$ cat src/rtl/pomodoro_pkg.sv
`default_nettype none
// +----------------------------------------------------------------------------+
// | Module      : pomodoro_pkg                                                 |
// | Description : Shared encodings for the Pomodoro session scheduler: phase   |
// |               codes, sequencer state type and the phase length lookup.     |
// | Revision    : 1.0  initial release                                         |
// +----------------------------------------------------------------------------+
package pomodoro_pkg;

  // Phase codes as presented on the phase output
  localparam logic [1:0] PH_WORK  = 2'd0;
  localparam logic [1:0] PH_SHORT = 2'd1;
  localparam logic [1:0] PH_LONG  = 2'd2;

  // Sequencer states
  typedef enum logic [1:0] {
    ST_IDLE  = 2'd0,
    ST_RUN   = 2'd1,
    ST_PAUSE = 2'd2,
    ST_ALERT = 2'd3
  } state_t;

  // Length in seconds of a phase; lengths are passed in because they are
  // parameters of the instantiating block. Caller truncates to its TIME_W.
  function automatic int phase_len(input logic [1:0] ph,
                                   input int         work_s,
                                   input int         short_s,
                                   input int         long_s);
    case (ph)
      PH_SHORT: return short_s;
      PH_LONG:  return long_s;
      default:  return work_s;
    endcase
  endfunction

endpackage
`default_nettype wire

$ cat src/rtl/pomo_tick_gen.sv
`default_nettype none
// +----------------------------------------------------------------------------+
// | Module      : pomo_tick_gen                                                |
// | Description : One-second prescaler. Counts 0..CLK_HZ-1 while enabled and   |
// |               flags the last count as a tick; holds its count while        |
// |               disabled; i_clr forces the count back to zero.               |
// | Ports       : clk, rst_n (async active-low), i_en, i_clr, o_tick           |
// | Revision    : 1.0  initial release                                         |
// +----------------------------------------------------------------------------+
module pomo_tick_gen #(
  parameter int CLK_HZ = 125000000
) (
  input  logic clk,
  input  logic rst_n,
  input  logic i_en,
  input  logic i_clr,
  output logic o_tick
);

  localparam int              CNT_W  = (CLK_HZ > 1) ? $clog2(CLK_HZ) : 1;
  localparam logic [CNT_W-1:0] c_last = CNT_W'(CLK_HZ - 1);

  logic [CNT_W-1:0] r_cnt;

  assign o_tick = i_en && (r_cnt == c_last);

  always_ff @(posedge clk or negedge rst_n) begin
    if (!rst_n) begin
      r_cnt <= '0;
    end else if (i_clr) begin
      r_cnt <= '0;
    end else if (i_en) begin
      r_cnt <= o_tick ? '0 : r_cnt + CNT_W'(1);
    end
  end

endmodule
`default_nettype wire

$ cat src/rtl/pomodoro_sequencer.sv
`default_nettype none
// +----------------------------------------------------------------------------+
// | Module      : pomodoro_sequencer                                           |
// | Description : Pomodoro session scheduler. Runs the one-second countdown,   |
// |               sequences WORK -> SHORT_BREAK with a LONG_BREAK after every  |
// |               LONG_EVERY work sessions, decodes start/skip/clear buttons   |
// |               and raises the buzzer while a finished phase is alerting.    |
// | Ports       : clk, rst_n (async active-low)                                |
// |               btn_start/btn_skip/btn_clear : debounced levels, rising edge |
// |               phase, running, remain_s, total_s, sess_cnt : status         |
// |               phase_done : 1-cycle pulse on phase end or skip in RUN       |
// |               buzzer     : high throughout ALERT                           |
// | Options     : `define POMO_AUTO_ADVANCE_EN -> ALERT leaves by itself after |
// |               ALERT_S seconds; otherwise ALERT waits for start.            |
// | Revision    : 1.0  initial release                                         |
// +----------------------------------------------------------------------------+
module pomodoro_sequencer
  import pomodoro_pkg::*;
#(
  parameter int CLK_HZ     = 125000000,
  parameter int WORK_S     = 1500,
  parameter int SHORT_S    = 300,
  parameter int LONG_S     = 900,
  parameter int LONG_EVERY = 4,
  parameter int ALERT_S    = 3,
  parameter int TIME_W     = 16
) (
  input  logic              clk,
  input  logic              rst_n,
  input  logic              btn_start,
  input  logic              btn_skip,
  input  logic              btn_clear,
  output logic [1:0]        phase,
  output logic              running,
  output logic [TIME_W-1:0] remain_s,
  output logic [TIME_W-1:0] total_s,
  output logic [2:0]        sess_cnt,
  output logic              phase_done,
  output logic              buzzer
);

  localparam logic [TIME_W-1:0] c_work_len   = TIME_W'(WORK_S);
  localparam logic [TIME_W-1:0] c_alert_max  = TIME_W'(ALERT_S);
  localparam logic [2:0]        c_long_every = 3'(LONG_EVERY);

  state_t            r_state;
  logic [TIME_W-1:0] r_alert_cnt;

  // Button edge detection: previous level plus a registered rise flag, so an
  // action lands one cycle after the sampling edge.
  logic r_start_prev, r_skip_prev, r_clear_prev;
  logic r_start_ev,   r_skip_ev,   r_clear_ev;

  always_ff @(posedge clk or negedge rst_n) begin
    if (!rst_n) begin
      r_start_prev <= 1'b0;
      r_skip_prev  <= 1'b0;
      r_clear_prev <= 1'b0;
      r_start_ev   <= 1'b0;
      r_skip_ev    <= 1'b0;
      r_clear_ev   <= 1'b0;
    end else begin
      r_start_prev <= btn_start;
      r_skip_prev  <= btn_skip;
      r_clear_prev <= btn_clear;
      r_start_ev   <= btn_start & ~r_start_prev;
      r_skip_ev    <= btn_skip  & ~r_skip_prev;
      r_clear_ev   <= btn_clear & ~r_clear_prev;
    end
  end

  // clear > skip > start
  logic w_act_clear, w_act_skip, w_act_start;
  assign w_act_clear = r_clear_ev;
  assign w_act_skip  = r_skip_ev  & ~r_clear_ev;
  assign w_act_start = r_start_ev & ~r_skip_ev & ~r_clear_ev;

  // Next phase, session count and length if the current phase is advanced
  logic [2:0]        w_sess_inc;
  logic [1:0]        w_adv_phase;
  logic [2:0]        w_adv_sess;
  logic [TIME_W-1:0] w_adv_len;

  always_comb begin
    w_sess_inc  = sess_cnt + 3'd1;
    w_adv_phase = PH_WORK;
    w_adv_sess  = sess_cnt;
    if (phase == PH_WORK) begin
      if (w_sess_inc == c_long_every) begin
        w_adv_sess  = 3'd0;
        w_adv_phase = PH_LONG;
      end else begin
        w_adv_sess  = w_sess_inc;
        w_adv_phase = PH_SHORT;
      end
    end
    w_adv_len = TIME_W'(phase_len(w_adv_phase, WORK_S, SHORT_S, LONG_S));
  end

  // One-second prescaler
  logic w_tick, w_tick_en, w_presc_clr, w_auto_exit;

  assign w_tick_en = (r_state == ST_RUN) || (r_state == ST_ALERT);

`ifdef POMO_AUTO_ADVANCE_EN
  localparam logic [TIME_W-1:0] c_alert_last = TIME_W'(ALERT_S - 1);
  assign w_auto_exit = (r_state == ST_ALERT) && w_tick && (r_alert_cnt == c_alert_last);
`else
  assign w_auto_exit = 1'b0;
`endif

  // Zero the prescaler on clear, IDLE->RUN and every phase change so each
  // phase starts on a whole second; pause/resume does not zero it.
  assign w_presc_clr = w_act_clear
                     | ((r_state == ST_IDLE)  && (w_act_skip | w_act_start))
                     | ((r_state == ST_RUN)   && w_act_skip)
                     | ((r_state == ST_PAUSE) && w_act_skip)
                     | ((r_state == ST_ALERT) && (w_act_start | w_auto_exit));

  pomo_tick_gen #(
    .CLK_HZ (CLK_HZ)
  ) u_tick_gen (
    .clk    (clk),
    .rst_n  (rst_n),
    .i_en   (w_tick_en),
    .i_clr  (w_presc_clr),
    .o_tick (w_tick)
  );

  // Sequencer with registered outputs. Within RUN a button action takes the
  // cycle and a coincident tick is dropped. skip is not acted on in ALERT.
  always_ff @(posedge clk or negedge rst_n) begin
    if (!rst_n) begin
      r_state     <= ST_IDLE;
      phase       <= PH_WORK;
      remain_s    <= c_work_len;
      total_s     <= c_work_len;
      sess_cnt    <= 3'd0;
      running     <= 1'b0;
      phase_done  <= 1'b0;
      buzzer      <= 1'b0;
      r_alert_cnt <= '0;
    end else begin
      phase_done <= 1'b0;
      if (w_act_clear) begin
        r_state     <= ST_IDLE;
        phase       <= PH_WORK;
        remain_s    <= c_work_len;
        total_s     <= c_work_len;
        sess_cnt    <= 3'd0;
        running     <= 1'b0;
        buzzer      <= 1'b0;
        r_alert_cnt <= '0;
      end else begin
        case (r_state)
          ST_IDLE: begin
            if (w_act_skip) begin
              phase    <= w_adv_phase;
              sess_cnt <= w_adv_sess;
              total_s  <= w_adv_len;
              remain_s <= w_adv_len;
            end else if (w_act_start) begin
              r_state <= ST_RUN;
              running <= 1'b1;
            end
          end
          ST_RUN: begin
            if (w_act_skip) begin
              phase_done <= 1'b1;
              phase      <= w_adv_phase;
              sess_cnt   <= w_adv_sess;
              total_s    <= w_adv_len;
              remain_s   <= w_adv_len;
            end else if (w_act_start) begin
              r_state <= ST_PAUSE;
              running <= 1'b0;
            end else if (w_tick && (remain_s != '0)) begin
              remain_s <= remain_s - TIME_W'(1);
              if (remain_s == TIME_W'(1)) begin
                phase_done  <= 1'b1;
                r_state     <= ST_ALERT;
                running     <= 1'b0;
                buzzer      <= 1'b1;
                r_alert_cnt <= '0;
              end
            end
          end
          ST_PAUSE: begin
            if (w_act_skip) begin
              r_state  <= ST_IDLE;
              phase    <= w_adv_phase;
              sess_cnt <= w_adv_sess;
              total_s  <= w_adv_len;
              remain_s <= w_adv_len;
            end else if (w_act_start) begin
              r_state <= ST_RUN;
              running <= 1'b1;
            end
          end
          ST_ALERT: begin
            if (w_act_start || w_auto_exit) begin
              r_state  <= ST_RUN;
              running  <= 1'b1;
              buzzer   <= 1'b0;
              phase    <= w_adv_phase;
              sess_cnt <= w_adv_sess;
              total_s  <= w_adv_len;
              remain_s <= w_adv_len;
            end else if (w_tick && (r_alert_cnt != c_alert_max)) begin
              r_alert_cnt <= r_alert_cnt + TIME_W'(1);
            end
          end
          default: begin
            r_state <= ST_IDLE;
          end
        endcase
      end
    end
  end

endmodule
`default_nettype wire

$ cat config.mk
export PLATFORM = sky130hd
export DESIGN_NAME = pomodoro_sequencer
export DESIGN_NICKNAME = d
export VERILOG_FILES = /design/src/rtl/pomodoro_pkg.sv /design/src/rtl/pomo_tick_gen.sv /design/src/rtl/pomodoro_sequencer.sv
export SDC_FILE = /design/constraint.sdc
export NUM_CORES = 1
export LEC_CHECK = 0
export CORE_UTILIZATION = 30
export CTS_CLUSTER_DIAMETER = 200
export DETAILED_ROUTE_END_ITERATION = 10
export GPL_ROUTABILITY_DRIVEN = 0
export SLEW_MARGIN = 25
export SYNTH_ARGS = -nofsm -noshare
export SYNTH_HDL_FRONTEND = slang
export SYNTH_SLANG_ARGS = --single-unit
$ cat constraint.sdc
create_clock -name clk -period 3.63 [get_ports clk]
set_input_delay 0.726 -clock clk [delete_from_list [all_inputs] [get_ports clk]]
set_output_delay 0.726 -clock clk [all_outputs]
set_load 0.03 [all_outputs]
[Yosys cells after proc, flatten, opt, wreduce, memory -nomap -nowiden]
Cells that the tools add are included.
Word-level totals
  input bits: 5
  output and inout port bits: 40
  bits in registers: 75
  word-level logic and storage cells: 129
Operators by class
  add/subtract/negate cells: 3
  equal/unequal tests: 21
  reductions and logical operators: 19
  muxes and demuxes: 55
  bitwise operators: 16
Operators by type and width (count)
  2-to-1 mux 16 bit: 7
  2-to-1 mux 27 bit: 3
  case mux 16 bit (3 select lines): 1
  case mux 16 bit (2 select lines): 1
  adder 27 x 1 -> 27 bit (second input constant): 1
  == test 27 bit (second input constant): 1
  2-to-1 mux 2 bit: 13
  case mux 11 bit (2 select lines): 1
  2-to-1 mux 1 bit: 19
  == test 16 x 1 -> 1 bit (second input constant): 1
  nonzero test 16 bit: 1
  subtractor 16 x 1 -> 16 bit (second input constant): 1
  2-to-1 mux 3 bit: 5
  != test 3 bit (second input constant): 5
  != test 4 x 3 -> 1 bit (second input constant): 3
  AND reduction 4 bit: 3
  case mux 2 bit (4 select lines): 1
  AND 1 bit: 6
  == test 2 bit (second input constant): 3
  logical AND 1 bit: 6
  != test 3 x 1 -> 1 bit (second input constant): 2
  != test 3 x 2 -> 1 bit (second input constant): 2
  case mux 3 bit (2 select lines): 1
  AND reduction 6 bit: 1
  other kinds (16): 26

[Longest topological paths before layout]
  word-level depth: 10
  depth in mapped cells: 8
  mapped depth without buffers: 7

[Hierarchy]
A second synthesis with hierarchy kept.
Second synthesis, totals
  cell total of the unflattened synthesis: 435
  area total of the unflattened synthesis: 3900.0 µm²
By module, submodules not included
  pomodoro_sequencer: cells each 250, area an instance 2239.6 µm², times used 1, seq. area each 888.4 µm²
  pomo_tick_gen: cells each 185, area an instance 1660.3 µm², times used 1, seq. area each 675.6 µm²

[Worst setup path after synthesis]
No wires, ideal clock.
  path kind: register to register
  from: reg remain_s[12]
  to: reg remain_s[1]
  buffers on the path: 2
  required time: 3505 ps
  arrival: 2303 ps
  setup time: 125 ps
  cell stages (with the launch flop): 8
  period minus slack after synthesis: 2428 ps
  setup slack: 1202 ps
  cell sequence: dfrtp_1 > or4_1 > buf_2 > nor4_4 > a211oi_2 > buf_6 > o21ai_4 > mux2_4
Between the ends
  cells in the longest elaborated chain, start to end: 4
Ends and longest elaborated chain
  start: declaration: line pomodoro_sequencer.sv:35  | output logic [TIME_W-1:0] remain_s,
  start signal: assignment: line pomodoro_sequencer.sv:136  | remain_s <= c_work_len;
  start signal: assignment: line pomodoro_sequencer.sv:148  | remain_s <= c_work_len;
  start signal: assignment: line pomodoro_sequencer.sv:161  | remain_s <= w_adv_len;
  nonzero test 16 bit: line pomodoro_sequencer.sv:177  | end else if (w_tick && (remain_s != '0)) begin
  logical AND 1 bit: line pomodoro_sequencer.sv:177
  != test 4 x 3 -> 1 bit (no line)
  AND reduction 4 bit (no line)
Every way passes these cells.
A chain may end at the register's enable or synchronous reset.

[Final worst setup path]
  from: reg r_state[1]
  to: reg u_tick_gen.r_cnt[25]
Between the ends
  cells in the longest elaborated chain, start to end: 7
  elaborated cells between the ends (all ways): 18
Ends and longest elaborated chain
  start: declaration: line pomodoro_sequencer.sv:46  | state_t r_state;
  start signal: assignment: line pomodoro_sequencer.sv:134  | r_state <= ST_IDLE;
  start signal: assignment: line pomodoro_sequencer.sv:146  | r_state <= ST_IDLE;
  start signal: assignment: line pomodoro_sequencer.sv:163  | r_state <= ST_RUN;
  zero test 2 bit: line pomodoro_sequencer.sv:115  | | ((r_state == ST_IDLE) && (w_act_skip | w_act_start))
  logical AND 1 bit: line pomodoro_sequencer.sv:115
  OR 1 bit: line pomodoro_sequencer.sv:115
  OR 1 bit: line pomodoro_sequencer.sv:116  | | ((r_state == ST_RUN) && w_act_skip)
  OR 1 bit: line pomodoro_sequencer.sv:117  | | ((r_state == ST_PAUSE) && w_act_skip)
  OR 1 bit: line pomodoro_sequencer.sv:118  | | ((r_state == ST_ALERT) && (w_act_start | w_auto_exit));
  2-to-1 mux 27 bit or nonzero test 2 bit (tied branches)
  end signal: assignment: line pomo_tick_gen.sv:33  | r_cnt <= o_tick ? '0 : r_cnt + CNT_W'(1);
  end: declaration: line pomo_tick_gen.sv:23  | logic [CNT_W-1:0] r_cnt;
Parallel ways exist; a longest one is shown, timed or not. The select of a mux whose other input is x is not followed.

==> results.txt <==
The maximum net fanout on the critical path is 15. Setup repair after global routing left no endpoint under its margin. The floorplan step set the die width to 115 um.

The detailed placer's ending HPWL is 6610 um. The final hold violation count came out at 0. The sum of negative setup slack is 0 ns. The worst setup path is of the reg -> reg kind. The capturing point of the worst reg2reg path is u_tick_gen.r_cnt[25]$_DFFE_PN0P_. Summed over all layers, the global routing overflow is 0. In this run the worst setup path terminates at u_tick_gen.r_cnt[25]$_DFFE_PN0P_. Leaving out fill and tap cells, the most frequent cell in the layout is sky130_fd_sc_hd__dfrtp_1. Of the available clock period, the critical path in the final layout requires 0.767. The H-tree depth came out at 3. The library cell appearing most often on the critical path is sky130_fd_sc_hd__nand4_1. The area of the mapped netlist is 3860 um^2. The number of buffers and inverters on the critical path is 2. The first routing iteration left 209 violations. The data arrival time of the worst path is 3.03 ns. The area overhead of the layout relative to synthesis is 18.9%.

The number of instances in the placed design came out at 606. The peak ir drop on the vdd network came out at 0.000208 V. The max capacitance violation total came out at 0.

The post-detailed-route DRC marker count is 0. The post-CTS repair timing setup buffer count is 0. The setup-violating endpoint count in the final report came out at 0. The initial antenna violation count is 1. The transition time of the tightest slew-check pin is 0.873 ns. In this run, synthesis produced a sequential element count of 62. The signal on the critical path passes through inv_1 > ha_1 > o21ai_0 > nand4_1 > buf_4 > nand4_1 > or4_1 > a21oi_1. The critical path startpoint is r_state[1]$_DFFE_PN0P_. STA classifies the critical path endpoint as a flop. The synthesized instance count came out at 422. The total of cells resized after clock tree synthesis came out at 0.

The clock slew seen by the registers of the worst setup and hold paths is 0.05 ns. The clock sink count is 62. The clock latency on the worst-skew pair is 0.33 ns. The fraction of final layout cells with drive strength greater than 1 is 0.116. The startpoint identified for the worst register-to-register timing path is r_state[1]$_DFFE_PN0P_. The first global-routing pass estimated 16100 um of wire. The highest attainable clock frequency is 359 MHz. The via count of the first global-routing pass is 3315. The die span in y is 115 um.

The number of standard cells in the final layout excluding fillers is 622. For the final database, setup skew stands at 0.00720 ns. Entering global routing, the biggest net connects 41 pins. TritonCTS built the clock tree. For this run, the total global-route usage over all layers was measured as 0.152. The time the final worst path needs with I/O delays and setup is 2.78 ns.

The average wire length per cell after detail routing came out at 15.1 um. The count of standard-cell rows came out at 41. Leaving out fill and tap cells, the most frequent cells in the layout are sky130_fd_sc_hd__dfrtp_1, sky130_fd_sc_hd__nor2_1, sky130_fd_sc_hd__clkdlybuf4s50_1, sky130_fd_sc_hd__nand2_1, sky130_fd_sc_hd__a21oi_1.

The port buffer count came out at 35. The total number of vias is 3294. The total I/O pin count is 45. The standard cell with the maximum stage delay on the critical path is sky130_fd_sc_hd__or4_1.

The final routed wirelength across all metal layers came out at 9410 um. The total number of yosys warnings is 0. The count of unique library cells instantiated by Yosys is 70. The remaining number of nets flagged by the antenna check after routing came out at 0. The final max-slew violation count came out at 0. Using the TritonRoute via totals, the vias-per-cell ratio works out to 5.30. The count of TritonRoute iterations in the first routing pass is 4. The core area came out at 12600 um^2. The die area came out at 13300 um^2. In this run the register-to-register setup slack is 0.85 ns.

The cell sitting at the root of the clock tree is a sky130_fd_sc_hd__clkbuf_16. The power density relative to cell area is 623 nW/um^2. After synthesis, the share of flip-flops with an asynchronous set or reset is 1.00.

In this design, the stage delay of the slowest critical-path cell is 0.61 ns. In this run the worst hold path is classified as in -> async. In this run, CTS created clock tree buffers numbering 9. The flow ran to the end, and the final reports show no timing, DRC or antenna violations. The number of enable flip-flop cells after synthesis came out at 0. The hold buffer count at cts is 0. For the worst setup path, the data required time is 3.87 ns.

The average cell area after synthesis came out at 9.15 um^2. The number of gates on the worst path with buffers counted is 8. The worst slew slack as a fraction of its limit is 0.418. The starting density of the core is 0.307. The worst register-to-register path has a depth of 8. The sequential area share after synthesis came out at 0.405. Summed over all cells, the static leakage comes to 1.82 nW.

The layout net count came out at 461. The main flop type after synthesis is sky130_fd_sc_hd__dfrtp_1. On the critical path the largest part of the delay comes from simple AND/OR/NAND/NOR gates. The total design power is 2.86 mW.

The number of buffers between clock root and the deepest sink came out at 2. The startpoint type of the worst setup path is a flop.
kinds of logic (layout without fill, tap and decap cells):
logic type                 count (synthesis)  count (layout)  synth area share
and+or+nand+nor                          181             181             0.262
AOI/OAI and AO/OA                         97              97             0.177
DFF                                       62              62             0.405
buffers and inverters                     46              66            0.0609
xor gates and xnor gates                  17              17            0.0385
adders and majority gates                 11              11            0.0356
muxes                                      6               6            0.0191
other                                      2              10           0.00194
report_power, final:
part | switching (mW) | total [mW] | internal (mW)
clock network | 0.305 | 0.898 | 0.593
logic | 0.632 | 1.04 | 0.412
registers | 0.117 | 0.918 | 0.801
total | 1.05 | 2.86 | 1.81
Yosys cell counts (4+ instances only):
cell                       instances  area (um^2)
sky130_fd_sc_hd__nand4_1          16          100
sky130_fd_sc_hd__and4_1            5         43.8
sky130_fd_sc_hd__o221ai_1          4         35.0
sky130_fd_sc_hd__o21ai_0          18         90.1
sky130_fd_sc_hd__nand3_1          15         75.1
sky130_fd_sc_hd__nor2_1           41          154
sky130_fd_sc_hd__buf_2             5         25.0
sky130_fd_sc_hd__and3_1            5         31.3
sky130_fd_sc_hd__ha_1             11          138
sky130_fd_sc_hd__or2_2             5         31.3
sky130_fd_sc_hd__or3_1             7         43.8
sky130_fd_sc_hd__buf_4            13         97.6
sky130_fd_sc_hd__o31ai_1           6         45.0
sky130_fd_sc_hd__nor3_1           11         55.1
sky130_fd_sc_hd__xor2_1           11         96.3
sky130_fd_sc_hd__or4_1            11         82.6
sky130_fd_sc_hd__dfstp_2          10          263
sky130_fd_sc_hd__nand2_1          27          101
sky130_fd_sc_hd__o211ai_1          5         37.5
sky130_fd_sc_hd__clkbuf_1         13         48.8
sky130_fd_sc_hd__inv_1            13         48.8
sky130_fd_sc_hd__xnor2_1           6         52.6
sky130_fd_sc_hd__nor2b_1           9         56.3
sky130_fd_sc_hd__nor4_1            6         37.5
sky130_fd_sc_hd__dfrtp_1          52         1300
sky130_fd_sc_hd__a21oi_1          24          120
routing by layer:
| metal | GRT usage | wire length (um) | vias up | share of wire |
|---|---|---|---|---|
| met5 | 0 | 0 | - | 0 |
| met4 | 0.0667 | 166 | 0 | 0.018 |
| met3 | 0.0361 | 492 | 16 | 0.052 |
| met2 | 0.246 | 4380 | 92 | 0.47 |
| met1 | 0.194 | 4370 | 1602 | 0.46 |
| li1 | - | - | 1584 | - |
worst min path at each step:
stage	from	endpoint	slack, ns	cells after the start
after detailed placement	r_skip_prev$_DFF_PN0_	r_skip_ev$_DFF_PN0_	0.39	1
final	rst_n	remain_s[12]$_DFFE_PN0P_	0.37	1
after CTS	rst_n	remain_s[5]$_DFFE_PN0P_	0.39	1
after floorplan	r_clear_prev$_DFF_PN0_	r_clear_ev$_DFF_PN0_	0.38	1
after global routing	rst_n	phase_done$_DFF_PN0_	0.41	1
after global placement	r_clear_prev$_DFF_PN0_	r_clear_ev$_DFF_PN0_	0.38	1
area by class of cell:
cell class              count  area, um^2
diodes                      1        2.50
fillers                  1288        7980
inverters                  13        48.8
repair buffers             38         368
flip-flops and latches     62        1560
well taps                 172         215
clock inverters             5        75.1
clock buffers              10         229
multi-input cells         321        2090
sequential cells by signal, summed over array words and instances (netlist names):
signal and cells:
u_tick_gen.r_cnt 27, r_state 2, buzzer 1, running 1, r_start_prev 1, total_s 5, sess_cnt 3, r_clear_prev 1
r_clear_ev 1, r_start_ev 1, phase_done 1, r_skip_prev 1, remain_s 16, r_skip_ev 1
per-stage QoR:
stage	hold WS (ns)	instance area, um^2	setup slack, ns	util
after floorplan	0.378	3890	1.20	-
after global placement	0.385	4290	1.02	0.341
after detailed placement	0.389	4290	0.910	0.341
after CTS	0.391	4590	0.874	0.365
after global routing	0.411	4590	0.543	0.365
final	0.366	4590	0.845	0.365
worst reg2reg max path, cell delays in order, from the launching register on:
cell and delay [ns]:
sky130_fd_sc_hd__dfrtp_1 0.42, sky130_fd_sc_hd__inv_1 0.12, sky130_fd_sc_hd__ha_1 0.44, sky130_fd_sc_hd__o21ai_0 0.26, sky130_fd_sc_hd__nand4_1 0.16, sky130_fd_sc_hd__buf_4 0.20
sky130_fd_sc_hd__nand4_1 0.35, sky130_fd_sc_hd__or4_1 0.61, sky130_fd_sc_hd__a21oi_1 0.15
Power figures use the tool's default switching activity.
